==> src/rtl/mem_port_arbiter_if.sv <==
// Requester-side bundle of the memory port arbiter: the instruction-fetch
// read channel and the data-stage read/write channel, each with a request
// handshake and a one-cycle response pulse.
interface mem_port_arbiter_if;
    logic        if_req_valid;
    logic [31:0] if_req_addr;
    logic        if_req_ready;
    logic        if_resp_valid;
    logic [31:0] if_resp_data;

    logic        d_req_valid;
    logic        d_req_we;
    logic [31:0] d_req_addr;
    logic [31:0] d_req_wdata;
    logic        d_req_ready;
    logic        d_resp_valid;
    logic [31:0] d_resp_data;

    // Pipeline side: issues requests, consumes responses.
    modport master (
        output if_req_valid, if_req_addr,
        input  if_req_ready, if_resp_valid, if_resp_data,
        output d_req_valid, d_req_we, d_req_addr, d_req_wdata,
        input  d_req_ready, d_resp_valid, d_resp_data
    );

    // Arbiter side: accepts requests, produces responses.
    modport slave (
        input  if_req_valid, if_req_addr,
        output if_req_ready, if_resp_valid, if_resp_data,
        input  d_req_valid, d_req_we, d_req_addr, d_req_wdata,
        output d_req_ready, d_resp_valid, d_resp_data
    );
endinterface

==> src/rtl/mem_port_arbiter.sv <==
// Shares one single-port memory between instruction fetch and the data
// stage. Data normally wins; a pending fetch is forced through after
// STARVE_LIMIT consecutive data grants. Reads take one capture cycle and
// respond with a registered one-cycle pulse; writes complete in the
// accept cycle.
module mem_port_arbiter #(
    parameter int STARVE_LIMIT = 4,
    parameter int CNT_W        = 3
) (
    input  logic                     clk,
    input  logic                     rst,
    mem_port_arbiter_if.slave        bus,
    output logic                     write_enabled,
    output logic [31:0]              addr,
    output logic [31:0]              w_data,
    input  logic [31:0]              r_data,
    output logic                     misalign_err
);
    localparam logic [CNT_W-1:0] LIMIT = CNT_W'(STARVE_LIMIT);

    typedef enum logic [0:0] {IDLE, CAPTURE} state_t;

    state_t           state_reg, state_next;
    logic [CNT_W-1:0] cnt_reg, cnt_next;
    logic             winner_d_reg, winner_d_next;   // 1 = data read in flight
    logic             mis_rd_reg, mis_rd_next;       // in-flight read was misaligned
    logic             if_resp_valid_reg, d_resp_valid_reg;
    logic [31:0]      if_resp_data_reg, d_resp_data_reg;
    logic             misalign_reg;

    logic             grant_d, grant_f, accept, mis, is_write;
    logic [31:0]      sel_addr;

    // Arbitration, memory-port drive and next-state decode.
    always_comb begin
        grant_d       = 1'b0;
        grant_f       = 1'b0;
        state_next    = IDLE;
        winner_d_next = winner_d_reg;
        mis_rd_next   = mis_rd_reg;
        cnt_next      = cnt_reg;

        if (!rst && state_reg == IDLE) begin
            grant_d = bus.d_req_valid && !(bus.if_req_valid && cnt_reg == LIMIT);
            grant_f = bus.if_req_valid && !grant_d;
        end

        accept   = grant_d || grant_f;
        sel_addr = grant_d ? bus.d_req_addr : bus.if_req_addr;
        mis      = accept && (sel_addr[1:0] != 2'b00);
        is_write = grant_d && bus.d_req_we;

        write_enabled = is_write && !mis;
        addr          = (accept && !mis) ? sel_addr : 32'd0;
        w_data        = write_enabled ? bus.d_req_wdata : 32'd0;

        // Reads (misaligned ones included) go through the capture cycle.
        if (accept && !is_write) begin
            state_next    = CAPTURE;
            winner_d_next = grant_d;
            mis_rd_next   = mis;
        end

        // Counter tracks data grants taken while fetch is waiting.
        if (!bus.if_req_valid || grant_f) begin
            cnt_next = '0;
        end else if (grant_d && cnt_reg != LIMIT) begin
            cnt_next = cnt_reg + 1'b1;
        end
    end

    assign bus.d_req_ready   = grant_d;
    assign bus.if_req_ready  = grant_f;
    assign bus.if_resp_valid = if_resp_valid_reg;
    assign bus.if_resp_data  = if_resp_data_reg;
    assign bus.d_resp_valid  = d_resp_valid_reg;
    assign bus.d_resp_data   = d_resp_data_reg;
    assign misalign_err      = misalign_reg;

    // State, counter and response registers; capture r_data for the winner.
    always_ff @(posedge clk) begin
        if (rst) begin
            state_reg         <= IDLE;
            cnt_reg           <= '0;
            winner_d_reg      <= 1'b0;
            mis_rd_reg        <= 1'b0;
            if_resp_valid_reg <= 1'b0;
            d_resp_valid_reg  <= 1'b0;
            if_resp_data_reg  <= 32'd0;
            d_resp_data_reg   <= 32'd0;
            misalign_reg      <= 1'b0;
        end else begin
            state_reg         <= state_next;
            cnt_reg           <= cnt_next;
            winner_d_reg      <= winner_d_next;
            mis_rd_reg        <= mis_rd_next;
            if_resp_valid_reg <= 1'b0;
            d_resp_valid_reg  <= 1'b0;
            if (mis) begin
                misalign_reg <= 1'b1;
            end
            if (state_reg == CAPTURE) begin
                if (winner_d_reg) begin
                    d_resp_valid_reg <= 1'b1;
                    d_resp_data_reg  <= mis_rd_reg ? 32'd0 : r_data;
                end else begin
                    if_resp_valid_reg <= 1'b1;
                    if_resp_data_reg  <= mis_rd_reg ? 32'd0 : r_data;
                end
            end
        end
    end
endmodule

==> src/flat_wrapper.sv <==
// flat-port wrapper written by rule: the top's interface ports become plain ports
module mem_port_arbiter_flat 
#(
    parameter int STARVE_LIMIT = 4,
    parameter int CNT_W        = 3
)
  (clk, rst, write_enabled, addr, w_data, r_data, misalign_err, bus_if_req_valid, bus_if_req_addr, bus_if_req_ready, bus_if_resp_valid, bus_if_resp_data, bus_d_req_valid, bus_d_req_we, bus_d_req_addr, bus_d_req_wdata, bus_d_req_ready, bus_d_resp_valid, bus_d_resp_data);
  mem_port_arbiter_if bus_i ();
  input  logic clk;
  input  logic rst;
  output logic write_enabled;
  output logic [31:0] addr;
  output logic [31:0] w_data;
  input  logic [31:0] r_data;
  output logic misalign_err;
  input wire logic [$bits(bus_i.if_req_valid)-1:0] bus_if_req_valid;
  input wire logic [$bits(bus_i.if_req_addr)-1:0] bus_if_req_addr;
  output wire logic [$bits(bus_i.if_req_ready)-1:0] bus_if_req_ready;
  output wire logic [$bits(bus_i.if_resp_valid)-1:0] bus_if_resp_valid;
  output wire logic [$bits(bus_i.if_resp_data)-1:0] bus_if_resp_data;
  input wire logic [$bits(bus_i.d_req_valid)-1:0] bus_d_req_valid;
  input wire logic [$bits(bus_i.d_req_we)-1:0] bus_d_req_we;
  input wire logic [$bits(bus_i.d_req_addr)-1:0] bus_d_req_addr;
  input wire logic [$bits(bus_i.d_req_wdata)-1:0] bus_d_req_wdata;
  output wire logic [$bits(bus_i.d_req_ready)-1:0] bus_d_req_ready;
  output wire logic [$bits(bus_i.d_resp_valid)-1:0] bus_d_resp_valid;
  output wire logic [$bits(bus_i.d_resp_data)-1:0] bus_d_resp_data;
  assign bus_i.if_req_valid = bus_if_req_valid;
  assign bus_i.if_req_addr = bus_if_req_addr;
  assign bus_if_req_ready = bus_i.if_req_ready;
  assign bus_if_resp_valid = bus_i.if_resp_valid;
  assign bus_if_resp_data = bus_i.if_resp_data;
  assign bus_i.d_req_valid = bus_d_req_valid;
  assign bus_i.d_req_we = bus_d_req_we;
  assign bus_i.d_req_addr = bus_d_req_addr;
  assign bus_i.d_req_wdata = bus_d_req_wdata;
  assign bus_d_req_ready = bus_i.d_req_ready;
  assign bus_d_resp_valid = bus_i.d_resp_valid;
  assign bus_d_resp_data = bus_i.d_resp_data;
  mem_port_arbiter #(.STARVE_LIMIT(STARVE_LIMIT), .CNT_W(CNT_W)) u_core (.clk(clk), .rst(rst), .bus(bus_i), .write_enabled(write_enabled), .addr(addr), .w_data(w_data), .r_data(r_data), .misalign_err(misalign_err));
endmodule
==> config.mk <==
export PLATFORM = sky130hd
export DESIGN_NAME = mem_port_arbiter_flat
export DESIGN_NICKNAME = d
export VERILOG_FILES = /design/src/rtl/mem_port_arbiter_if.sv /design/src/rtl/mem_port_arbiter.sv /design/src/flat_wrapper.sv
export SDC_FILE = /design/constraint.sdc
export NUM_CORES = 1
export LEC_CHECK = 0
export ABC_CLOCK_PERIOD_IN_PS = 4250
export CORE_AREA = 2 2 104 106
export CTS_CLUSTER_SIZE = 10
export DETAILED_ROUTE_END_ITERATION = 10
export DIE_AREA = 0 0 106 108
export DONT_BUFFER_PORTS = 1
export GPL_TIMING_DRIVEN = 0
export HOLD_SLACK_MARGIN = 0.08
export PLACE_DENSITY = 0.62
export SYNTH_ARGS = -nofsm -noshare
export SYNTH_HDL_FRONTEND = slang
export SYNTH_SLANG_ARGS = --single-unit
==> constraint.sdc <==
create_clock -name clk -period 4.25 [get_ports clk]
set_input_delay 0.85 -clock clk [delete_from_list [all_inputs] [get_ports clk]]
set_output_delay 0.85 -clock clk [all_outputs]
set_load 0.02 [all_outputs]
* Yosys cells after proc, flatten, opt, wreduce, memory -nomap -nowiden
Cells that the tools add are included.
Storage, ports and cells: register bits 73, input port bits 133
Cells by class: bitwise operators 2, reductions and logical operators 23, multiplexer cells 9, $add $sub $neg 1, equal/unequal tests 2
Operators with widths (number):
- 32-bit two-way mux | 4
- 1-bit logical AND | 10
- 1-bit logical NOT | 6
- 1-bit two-way mux | 5
- 2-bit AND reduction | 2
- 2-bit OR reduction | 2
- 3-bit by 1-bit adder with 3-bit output, second input constant | 1
- 3-bit equality test, second input constant | 1
- 3-bit inequality test, second input constant | 1
- 1-bit logical OR | 2
- 1-bit NOT | 2
- 2-bit nonzero test | 1

* Depth between registers and ports, before layout
Gate-level depths: netlist of run 1.
word-level depth 12, mapped depth 8, mapped depth without buffers 5

* Worst setup path before layout of run 1
Ideal clock, no wire load.
kind input -> output, from input rst, to output addr[10], buffers on the path 3, cell stages on the path 6, required time 3400 ps, path slack 970 ps, arrival 2430 ps, cell sequence buf_2 or3b_4 or3_1 buf_2 buf_6 a22oi_1
On the way: cells in the longest elaborated chain, start to end 9
RTL lines:
- from (decl) | line flat_wrapper.sv:10 | input logic rst;
- 1-bit logical NOT (*) | line mem_port_arbiter.sv:43 | if (!rst && state_reg == IDLE) begin
- 1-bit logical AND (*) | line mem_port_arbiter.sv:43
- 1-bit two-way mux | line mem_port_arbiter.sv:43
- 32-bit two-way mux | line mem_port_arbiter.sv:49 | sel_addr = grant_d ? bus.d_req_addr : bus.if_req_addr;
- 2-bit nonzero test | line mem_port_arbiter.sv:50 | mis = accept && (sel_addr[1:0] != 2'b00);
- 1-bit logical AND | line mem_port_arbiter.sv:50
- 1-bit logical NOT | line mem_port_arbiter.sv:54 | addr = (accept && !mis) ? sel_addr : 32'd0;
- 1-bit logical AND | line mem_port_arbiter.sv:54
- 32-bit two-way mux (*) | line mem_port_arbiter.sv:54
- to (decl) | line flat_wrapper.sv:12 | output logic [31:0] addr;
Every way passes the cells marked *; elsewhere a longest branch is shown, timed or not.

* Worst setup path after layout of run 1
from input rst, to output addr[12]
Same word-level chain as after synthesis.

==> results of run 1 <==
[synth_stat cells (2+ instances only)]
cell and instances:
nand2_1 130, or3b_4 2, dfxtp_1 73, buf_2 5
a22oi_2 3, nor2_1 5, a21oi_1 68, buf_1 4
a22oi_1 27, buf_6 8, buf_4 2, nor2b_1 36
ha_1 2, and2_1 34, nand3_1 35, clkbuf_1 34
o21ai_0 34, inv_1 4
[layout make-up]
| class | count | area [sq um] | area share [%] |
|---|---|---|---|
| tap | 136 | 170 | 4.10 |
| antenna | 2 | 5.00 | 0.121 |
| buffer | 53 | 273 | 6.57 |
| clock buffer | 11 | 131 | 3.16 |
| inverter | 4 | 15.0 | 0.362 |
| multi-input combinational | 394 | 2060 | 49.7 |
| clock inverter | 5 | 32.5 | 0.783 |
| sequential | 73 | 1460 | 35.2 |
[layer usage]
metal / vias to the layer above / part of all wire [%]
li1: 1774 / -
met1: 1773 / 39
met2: 208 / 47
met3: 24 / 11
met4: 0 / 3.0
met5: - / 0
[power by group]
part | leakage [nW] | switching, mW | internal, mW
clock network | 0.0871 | 0.261 | 0.212
logic | 0.704 | 0.129 | 0.0596
registers | 0.592 | 0.0421 | 0.706
total | 1.38 | 0.432 | 0.977
[stage by stage]
| stage | cells | utilization (%) | instance area, sq um | total power, mW |
|---|---|---|---|---|
| floorplan | 524 | - | 3810 | 0.904 |
| global placement | 660 | 38.9 | 3980 | 0.948 |
| detailed placement | 660 | 38.9 | 3980 | 0.953 |
| CTS | 676 | 40.5 | 4150 | 1.43 |
| global route | 677 | 40.6 | 4150 | 1.48 |
| finish | 678 | 40.6 | 4150 | 1.41 |
[worst paths after layout]
kind	from	to	slack, ns
max	rst	addr[12]	0.70
min	u_core.cnt_reg[1]	u_core.cnt_reg[1]	0.51
min reg2reg	u_core.cnt_reg[1]	u_core.cnt_reg[1]	0.51
max reg2reg	u_core.cnt_reg[0]	u_core.mis_rd_reg	2.31
[worst max-delay path, cell delays in order]
cell and delay (ns):
buf_2 0.17, nor3b_2 0.54, clkbuf_1 0.48, nand3_1 0.14, a22oi_1 0.53
[kinds of logic after synthesis]
group                    Yosys count
AND/OR/NAND/NOR                  251
AO/OA/AOI/OAI                    139
flip-flops                        73
buffers and inverters             57
adder cells (fa/ha/maj)            2
other                              1
==> impl_metrics.prom, run 1 <==
# TYPE chip_impl_metric gauge
chip_impl_info{name="status",value="finished clean"} 1
chip_impl_metric{name="io_buffers",unit=""} 0
chip_impl_metric{name="slew_headroom",unit="%"} 58.9
chip_impl_metric{name="synth_cells",unit=""} 523
chip_impl_metric{name="post_synth_and_or_nand_nor_area_fraction",unit="%"} 32.2
chip_impl_metric{name="tightest_slew",unit="ns"} 0.614
chip_impl_metric{name="row_count",unit=""} 37
chip_impl_metric{name="number_of_detailed_routing_iterations_run_before_antenna_repair",unit=""} 4
chip_impl_metric{name="seq_area_frac_synth",unit="%"} 38.4
chip_impl_metric{name="wl_per_cell",unit="um"} 21.0
chip_impl_metric{name="report.final.hold_viol_count",unit=""} 0
chip_impl_info{name="root_buffer",value="clkbuf_8"} 1
chip_impl_metric{name="met3_grt_util",unit="%"} 9.10
chip_impl_info{name="synth-main-ff-cell",value="dfxtp_1"} 1
chip_impl_metric{name="worst_clock_skew",unit="ns"} 0.00782
chip_impl_metric{name="synthToLayoutAreaGrowth",unit="%"} 9.00
chip_impl_metric{name="use_met2",unit="%"} 38.5
chip_impl_metric{name="synth-adder-area-share",unit="%"} 0.657
chip_impl_info{name="mostFrequentLayoutCell",value="nand2_1"} 1
chip_impl_metric{name="syn_avg_cell_area",unit="sq um"} 7.28
chip_impl_metric{name="cp_max_fo",unit=""} 10
chip_impl_metric{name="filler_cell_count",unit=""} 1079
chip_impl_metric{name="die-height",unit="um"} 108
chip_impl_metric{name="cts_setup_buffers",unit=""} 0
chip_impl_metric{name="finalMaxSlewViolations",unit=""} 0
chip_impl_metric{name="cts-buffers-inserted",unit=""} 9
chip_impl_metric{name="final_net_count",unit=""} 670
chip_impl_metric{name="finalWorstSetupSlack",unit="ns"} 0.696
chip_impl_metric{name="grt_pass1_wl",unit="mm"} 20.7
chip_impl_metric{name="dpl_worst_slack",unit="ns"} 0.730
chip_impl_metric{name="io-pin-count",unit=""} 267
chip_impl_metric{name="gr_usage_total",unit="%"} 23.8
chip_impl_metric{name="detail_route.wirelength",unit="mm"} 14.2
chip_impl_info{name="layout_common_cells",value="nand2_1 (130), dfxtp_1 (73), a21oi_1 (68)"} 1
chip_impl_metric{name="vias_per_cell",unit=""} 5.57
chip_impl_metric{name="via_count_of_the_first_global_routing_pass",unit=""} 3632
chip_impl_metric{name="post_route_cells_drive_above_1_share",unit="%"} 7.41
chip_impl_metric{name="cts_num_sinks",unit=""} 73
chip_impl_metric{name="die_outline_width",unit="um"} 106
chip_impl_metric{name="yosysWarnings",unit=""} 0
chip_impl_info{name="post_synth_main_area_contributors",value="dfxtp_1 (38%), nand2_1 (13%), a21oi_1 (8.9%), nor2b_1 (5.9%), and2_1 (5.6%)"} 1
chip_impl_metric{name="ir_worst_vdd",unit="uV"} 170
chip_impl_metric{name="antenna_found_initial",unit=""} 2
chip_impl_metric{name="p_per_area",unit="nW/um^2"} 339
chip_impl_metric{name="synth_xor_area_share",unit="%"} 0
chip_impl_metric{name="cts_htree_levels",unit=""} 3
chip_impl_metric{name="cts-hold-fix-buffers",unit=""} 0
chip_impl_info{name="synth_top_area_cell",value="dfxtp_1"} 1
chip_impl_metric{name="route.vias.total",unit=""} 3779
chip_impl_info{name="grt_setup_unrepaired",value="false"} 1
chip_impl_metric{name="synth.distinct_cells",unit=""} 35
chip_impl_metric{name="initial_core_utilization",unit="%"} 37.2
chip_impl_metric{name="worst_hold_path.num_cells",unit=""} 2
chip_impl_info{name="synth_top_family_by_area",value="simple AND/OR/NAND/NOR gates"} 1
chip_impl_metric{name="drt_first_iter_violations",unit=""} 407
chip_impl_metric{name="p_leak",unit="nW"} 1.38
chip_impl_metric{name="synth_compound_area_share",unit="%"} 21.1
chip_impl_metric{name="layout_min_cycle_time",unit="ns"} 3.55
chip_impl_metric{name="core-area",unit="sq um"} 10200
chip_impl_metric{name="grt.met1_usage",unit="%"} 29.1
chip_impl_metric{name="cts-root-to-sink-buffers",unit=""} 2
chip_impl_info{name="worst_min_path_class",value="reg -> reg"} 1
chip_impl_metric{name="worst_skew_pair.late_latency",unit="ns"} 0.33
chip_impl_metric{name="place_hpwl",unit="mm"} 11.3
chip_impl_metric{name="synth.area.mux_share",unit="%"} 0
chip_impl_metric{name="fin_hold_ws",unit="ns"} 0.512
chip_impl_metric{name="async_flop_share",unit="%"} 0
chip_impl_metric{name="cap_viol_max_count",unit=""} 0
chip_impl_metric{name="finalSetupTns",unit="ns"} 0
chip_impl_metric{name="gp_congestion",unit=""} 0.946
chip_impl_metric{name="ctsResizeCount",unit=""} 0
chip_impl_info{name="timing.critical_path.to_type",value="output port"} 1
chip_impl_metric{name="synth-edff-count",unit=""} 0
chip_impl_metric{name="worstRegToRegCells",unit=""} 7
chip_impl_info{name="top_usage_layer",value="met2"} 1
chip_impl_metric{name="setup_viol",unit=""} 0
chip_impl_metric{name="floorplan.die_area",unit="sq um"} 11400
chip_impl_metric{name="grt_max_degree",unit=""} 13
chip_impl_metric{name="synth_top_area_share",unit="%"} 38.4
chip_impl_metric{name="worstPathRequired",unit="ns"} 3.40
chip_impl_metric{name="clk_pin_slew",unit="ns"} 0.08
chip_impl_metric{name="fmax",unit="MHz"} 281
chip_impl_metric{name="global_route.overflow_total",unit=""} 0
chip_impl_info{name="clock_tree_from_tritoncts",value="built"} 1
chip_impl_metric{name="synth.cell_area",unit="sq um"} 3810
chip_impl_metric{name="worst-endpoint-arrival",unit="ns"} 2.70
chip_impl_metric{name="ys_seq_elements",unit=""} 73
chip_impl_metric{name="drt_drc_violations_left",unit=""} 0
chip_impl_info{name="criticalPathCategory",value="in -> out"} 1
chip_impl_metric{name="ant_nets",unit=""} 0
chip_impl_info{name="setup.worst_path.start_class",value="primary input"} 1
chip_impl_metric{name="final.period_utilization",unit="%"} 83.6
Note: power is estimated with default switching activity, not from simulation.
==> run 2, diff against run 1 <==
--- a/config.mk
+++ b/config.mk
@@ -5,7 +5,7 @@
 export SDC_FILE = /design/constraint.sdc
 export NUM_CORES = 1
 export LEC_CHECK = 0
-export ABC_CLOCK_PERIOD_IN_PS = 4250
+export ABC_CLOCK_PERIOD_IN_PS = 3500
 export CORE_AREA = 2 2 104 106
 export CTS_CLUSTER_SIZE = 10
 export DETAILED_ROUTE_END_ITERATION = 10
==> constraint.sdc (replaced) <==
create_clock -name clk -period 3.5 [get_ports clk]
set_input_delay 0.7 -clock clk [delete_from_list [all_inputs] [get_ports clk]]
set_output_delay 0.7 -clock clk [all_outputs]
set_load 0.02 [all_outputs]
==> run 2 against run 1 <==
Effect of this change:
- combinational power is 22% higher
- global-route usage stayed put
- core utilization is 0.073 points higher
- setup slack worse by 0.57 ns
- first-iteration DRC count is 19% lower
- sequential power is 21% higher
- power is 21% higher
- sequential share of layout area is 0.064 points lower
- wire length hardly changed
- non-clock buffer count stayed put
- worst hold slack worse by 0.0061 ns
- largest cell class unchanged
==> impl_metrics.prom, run 2 (synthesis results as in run 1) <==
# TYPE chip_impl_metric gauge
chip_impl_info{name="status",value="finished clean"} 1
chip_impl_info{name="root_buffer",value="clkbuf_8"} 1
chip_impl_metric{name="drt_drc_violations_left",unit=""} 0
chip_impl_metric{name="ir_worst_vdd",unit="uV"} 206
chip_impl_metric{name="sequentialPowerShare",unit="%"} 53.1
chip_impl_metric{name="drt-met1-wl",unit="mm"} 5.54
chip_impl_metric{name="layout.cell_area.non_filler",unit="sq um"} 4160
chip_impl_metric{name="pwr-share-comb",unit="%"} 13.4
chip_impl_metric{name="vias_per_cell",unit=""} 5.60
chip_impl_metric{name="route.vias.total",unit=""} 3790
chip_impl_metric{name="die-height",unit="um"} 108
chip_impl_metric{name="io_buffers",unit=""} 0
chip_impl_metric{name="fmax",unit="MHz"} 297
chip_impl_info{name="clock_tree_from_tritoncts",value="built"} 1
chip_impl_metric{name="placement.cell_area",unit="sq um"} 3980
chip_impl_info{name="grt_setup_unrepaired",value="false"} 1
chip_impl_metric{name="report.final.hold_viol_count",unit=""} 0
chip_impl_metric{name="worstPathRequired",unit="ns"} 2.80
chip_impl_metric{name="worst_skew_pair.late_latency",unit="ns"} 0.33
chip_impl_metric{name="initial_core_utilization",unit="%"} 37.2
chip_impl_metric{name="gr_usage_total",unit="%"} 23.8
chip_impl_metric{name="core-area",unit="sq um"} 10200
chip_impl_metric{name="wl_per_cell",unit="um"} 21.0
chip_impl_metric{name="net_sw_share",unit="%"} 30.7
chip_impl_metric{name="cts_setup_buffers",unit=""} 0
chip_impl_metric{name="cts_htree_levels",unit=""} 3
chip_impl_metric{name="met3WireLength",unit="mm"} 1.52
chip_impl_metric{name="worst-endpoint-arrival",unit="ns"} 2.67
chip_impl_info{name="criticalPathCategory",value="reg -> out"} 1
chip_impl_metric{name="filler_cell_count",unit=""} 1077
chip_impl_metric{name="multi_input_area",unit="sq um"} 2070
chip_impl_metric{name="finalSetupTns",unit="ns"} 0
chip_impl_metric{name="clock_power_share",unit="%"} 33.5
chip_impl_metric{name="final_net_count",unit=""} 670
chip_impl_metric{name="synthToLayoutAreaGrowth",unit="%"} 9.20
chip_impl_metric{name="cap_viol_max_count",unit=""} 0
chip_impl_metric{name="cts_num_sinks",unit=""} 73
chip_impl_metric{name="drt_first_iter_violations",unit=""} 329
chip_impl_metric{name="tightest_slew",unit="ns"} 0.616
chip_impl_metric{name="ant_nets",unit=""} 0
chip_impl_metric{name="setup_viol",unit=""} 0
chip_impl_info{name="layout_common_cells",value="nand2_1 (130), dfxtp_1 (73), a21oi_1 (68)"} 1
chip_impl_metric{name="via_count_of_the_first_global_routing_pass",unit=""} 3632
chip_impl_metric{name="sequential_cell_area",unit="sq um"} 1460
chip_impl_metric{name="die_outline_width",unit="um"} 106
chip_impl_metric{name="p_leak",unit="nW"} 1.38
chip_impl_metric{name="row_count",unit=""} 37
chip_impl_metric{name="place_hpwl",unit="mm"} 11.3
chip_impl_metric{name="slew_headroom",unit="%"} 58.8
chip_impl_metric{name="post_route_cells_drive_above_1_share",unit="%"} 7.78
chip_impl_metric{name="floorplan.die_area",unit="sq um"} 11400
chip_impl_info{name="mostFrequentLayoutCell",value="nand2_1"} 1
chip_impl_info{name="timing.critical_path.to_type",value="output port"} 1
chip_impl_metric{name="cts-root-to-sink-buffers",unit=""} 2
chip_impl_metric{name="number_of_detailed_routing_iterations_run_before_antenna_repair",unit=""} 5
chip_impl_metric{name="finalMaxSlewViolations",unit=""} 0
chip_impl_metric{name="antenna_found_initial",unit=""} 2
chip_impl_metric{name="intPower",unit="mW"} 1.19
chip_impl_metric{name="cts-hold-fix-buffers",unit=""} 0
chip_impl_metric{name="worst_clock_skew",unit="ns"} 0.00788
chip_impl_metric{name="io-pin-count",unit=""} 267
chip_impl_metric{name="final.period_utilization",unit="%"} 96.3
chip_impl_metric{name="global_route.overflow_total",unit=""} 0
chip_impl_metric{name="worst_hold_path.num_cells",unit=""} 1
chip_impl_metric{name="grt_pass1_wl",unit="mm"} 20.7
chip_impl_metric{name="cts-buffers-inserted",unit=""} 9
chip_impl_metric{name="p_per_area",unit="nW/um^2"} 412
chip_impl_metric{name="cp_max_fo",unit=""} 10
chip_impl_metric{name="detail_route.wirelength",unit="mm"} 14.2
chip_impl_metric{name="gp_congestion",unit=""} 0.946
chip_impl_metric{name="worstRegToRegCells",unit=""} 7
chip_impl_metric{name="grt_max_degree",unit=""} 13
chip_impl_metric{name="route.met2.wl",unit="mm"} 6.71
chip_impl_info{name="top_layer_used",value="met4"} 1
chip_impl_info{name="setup.worst_path.start_class",value="register"} 1
chip_impl_metric{name="layout_min_cycle_time",unit="ns"} 3.37
chip_impl_metric{name="power.switching",unit="uW"} 525
chip_impl_info{name="worst_min_path_class",value="in -> reg"} 1
chip_impl_metric{name="clk_pin_slew",unit="ns"} 0.08
==> run 2: cell count changes in the layout (fill, tap and decap cells not counted) <==
cell     previous run  this run
a22oi_2             3         5
a22oi_1            27        25
diode_2             2         1
==> run 2: timing repair <==
item,in CTS,in global routing
gates resized for setup,0,2
setup endpoints to repair,0,2
hold endpoints to repair,0,0
==> run 2: worst max-delay path, stage by stage, from the launching register on <==
cell	delay, ns
dfxtp_1	0.37
inv_1	0.07
ha_1	0.25
and3_1	0.18
clkbuf_1	0.22
or3_1	0.38
buf_2	0.16
buf_6	0.15
a22oi_1	0.55
==> run 2: path summary, 6_finish.rpt <==
check	startpoint	to	slack [ns]
setup / recovery	u_core.cnt_reg[0]	addr[21]	0.13
hold / removal	bus_d_req_we	u_core.state_reg	0.51
setup reg to reg	u_core.cnt_reg[0]	u_core.mis_rd_reg	1.56
hold reg to reg	u_core.cnt_reg[1]	u_core.cnt_reg[1]	0.51
==> run 2: area by class of cell <==
class,count,share of cell area [%]
well taps,136,4.09
inverters,4,0.361
multi-input cells,394,49.9
diodes,1,0.0602
plain buffers,53,6.56
flip-flops and latches,73,35.1
clock buffers,11,3.16
clock inverters,5,0.782
==> run 2: power by group through the flow <==
stage | sequential, mW | clock [mW] | combinational, mW
finish | 0.908 | 0.574 | 0.230
global route | 0.912 | 0.626 | 0.257
CTS | 0.909 | 0.595 | 0.229
detailed placement | 0.929 | 0 | 0.228
global placement | 0.928 | 0 | 0.222
floorplan | 0.919 | 0 | 0.179
==> run 2: routing by layer <==
layer	up-vias	track usage [%]
met4	0	8.65
met3	30	9.10
met1	1778	29.1
met2	209	38.5
li1	1773	-
met5	-	0
==> run 2: through the flow <==
step | setup WS [ns] | power (mW) | util (%) | hold slack [ns] | instances
final | 0.129 | 1.71 | 40.7 | 0.506 | 677
after global routing | 0.0220 | 1.80 | 40.7 | 0.483 | 677
after CTS | 0.131 | 1.73 | 40.5 | 0.480 | 676
after detailed placement | 0.280 | 1.16 | 38.9 | 0.504 | 660
after global placement | 0.287 | 1.15 | 38.9 | 0.485 | 660
after floorplan | 0.520 | 1.10 | - | 0.467 | 524
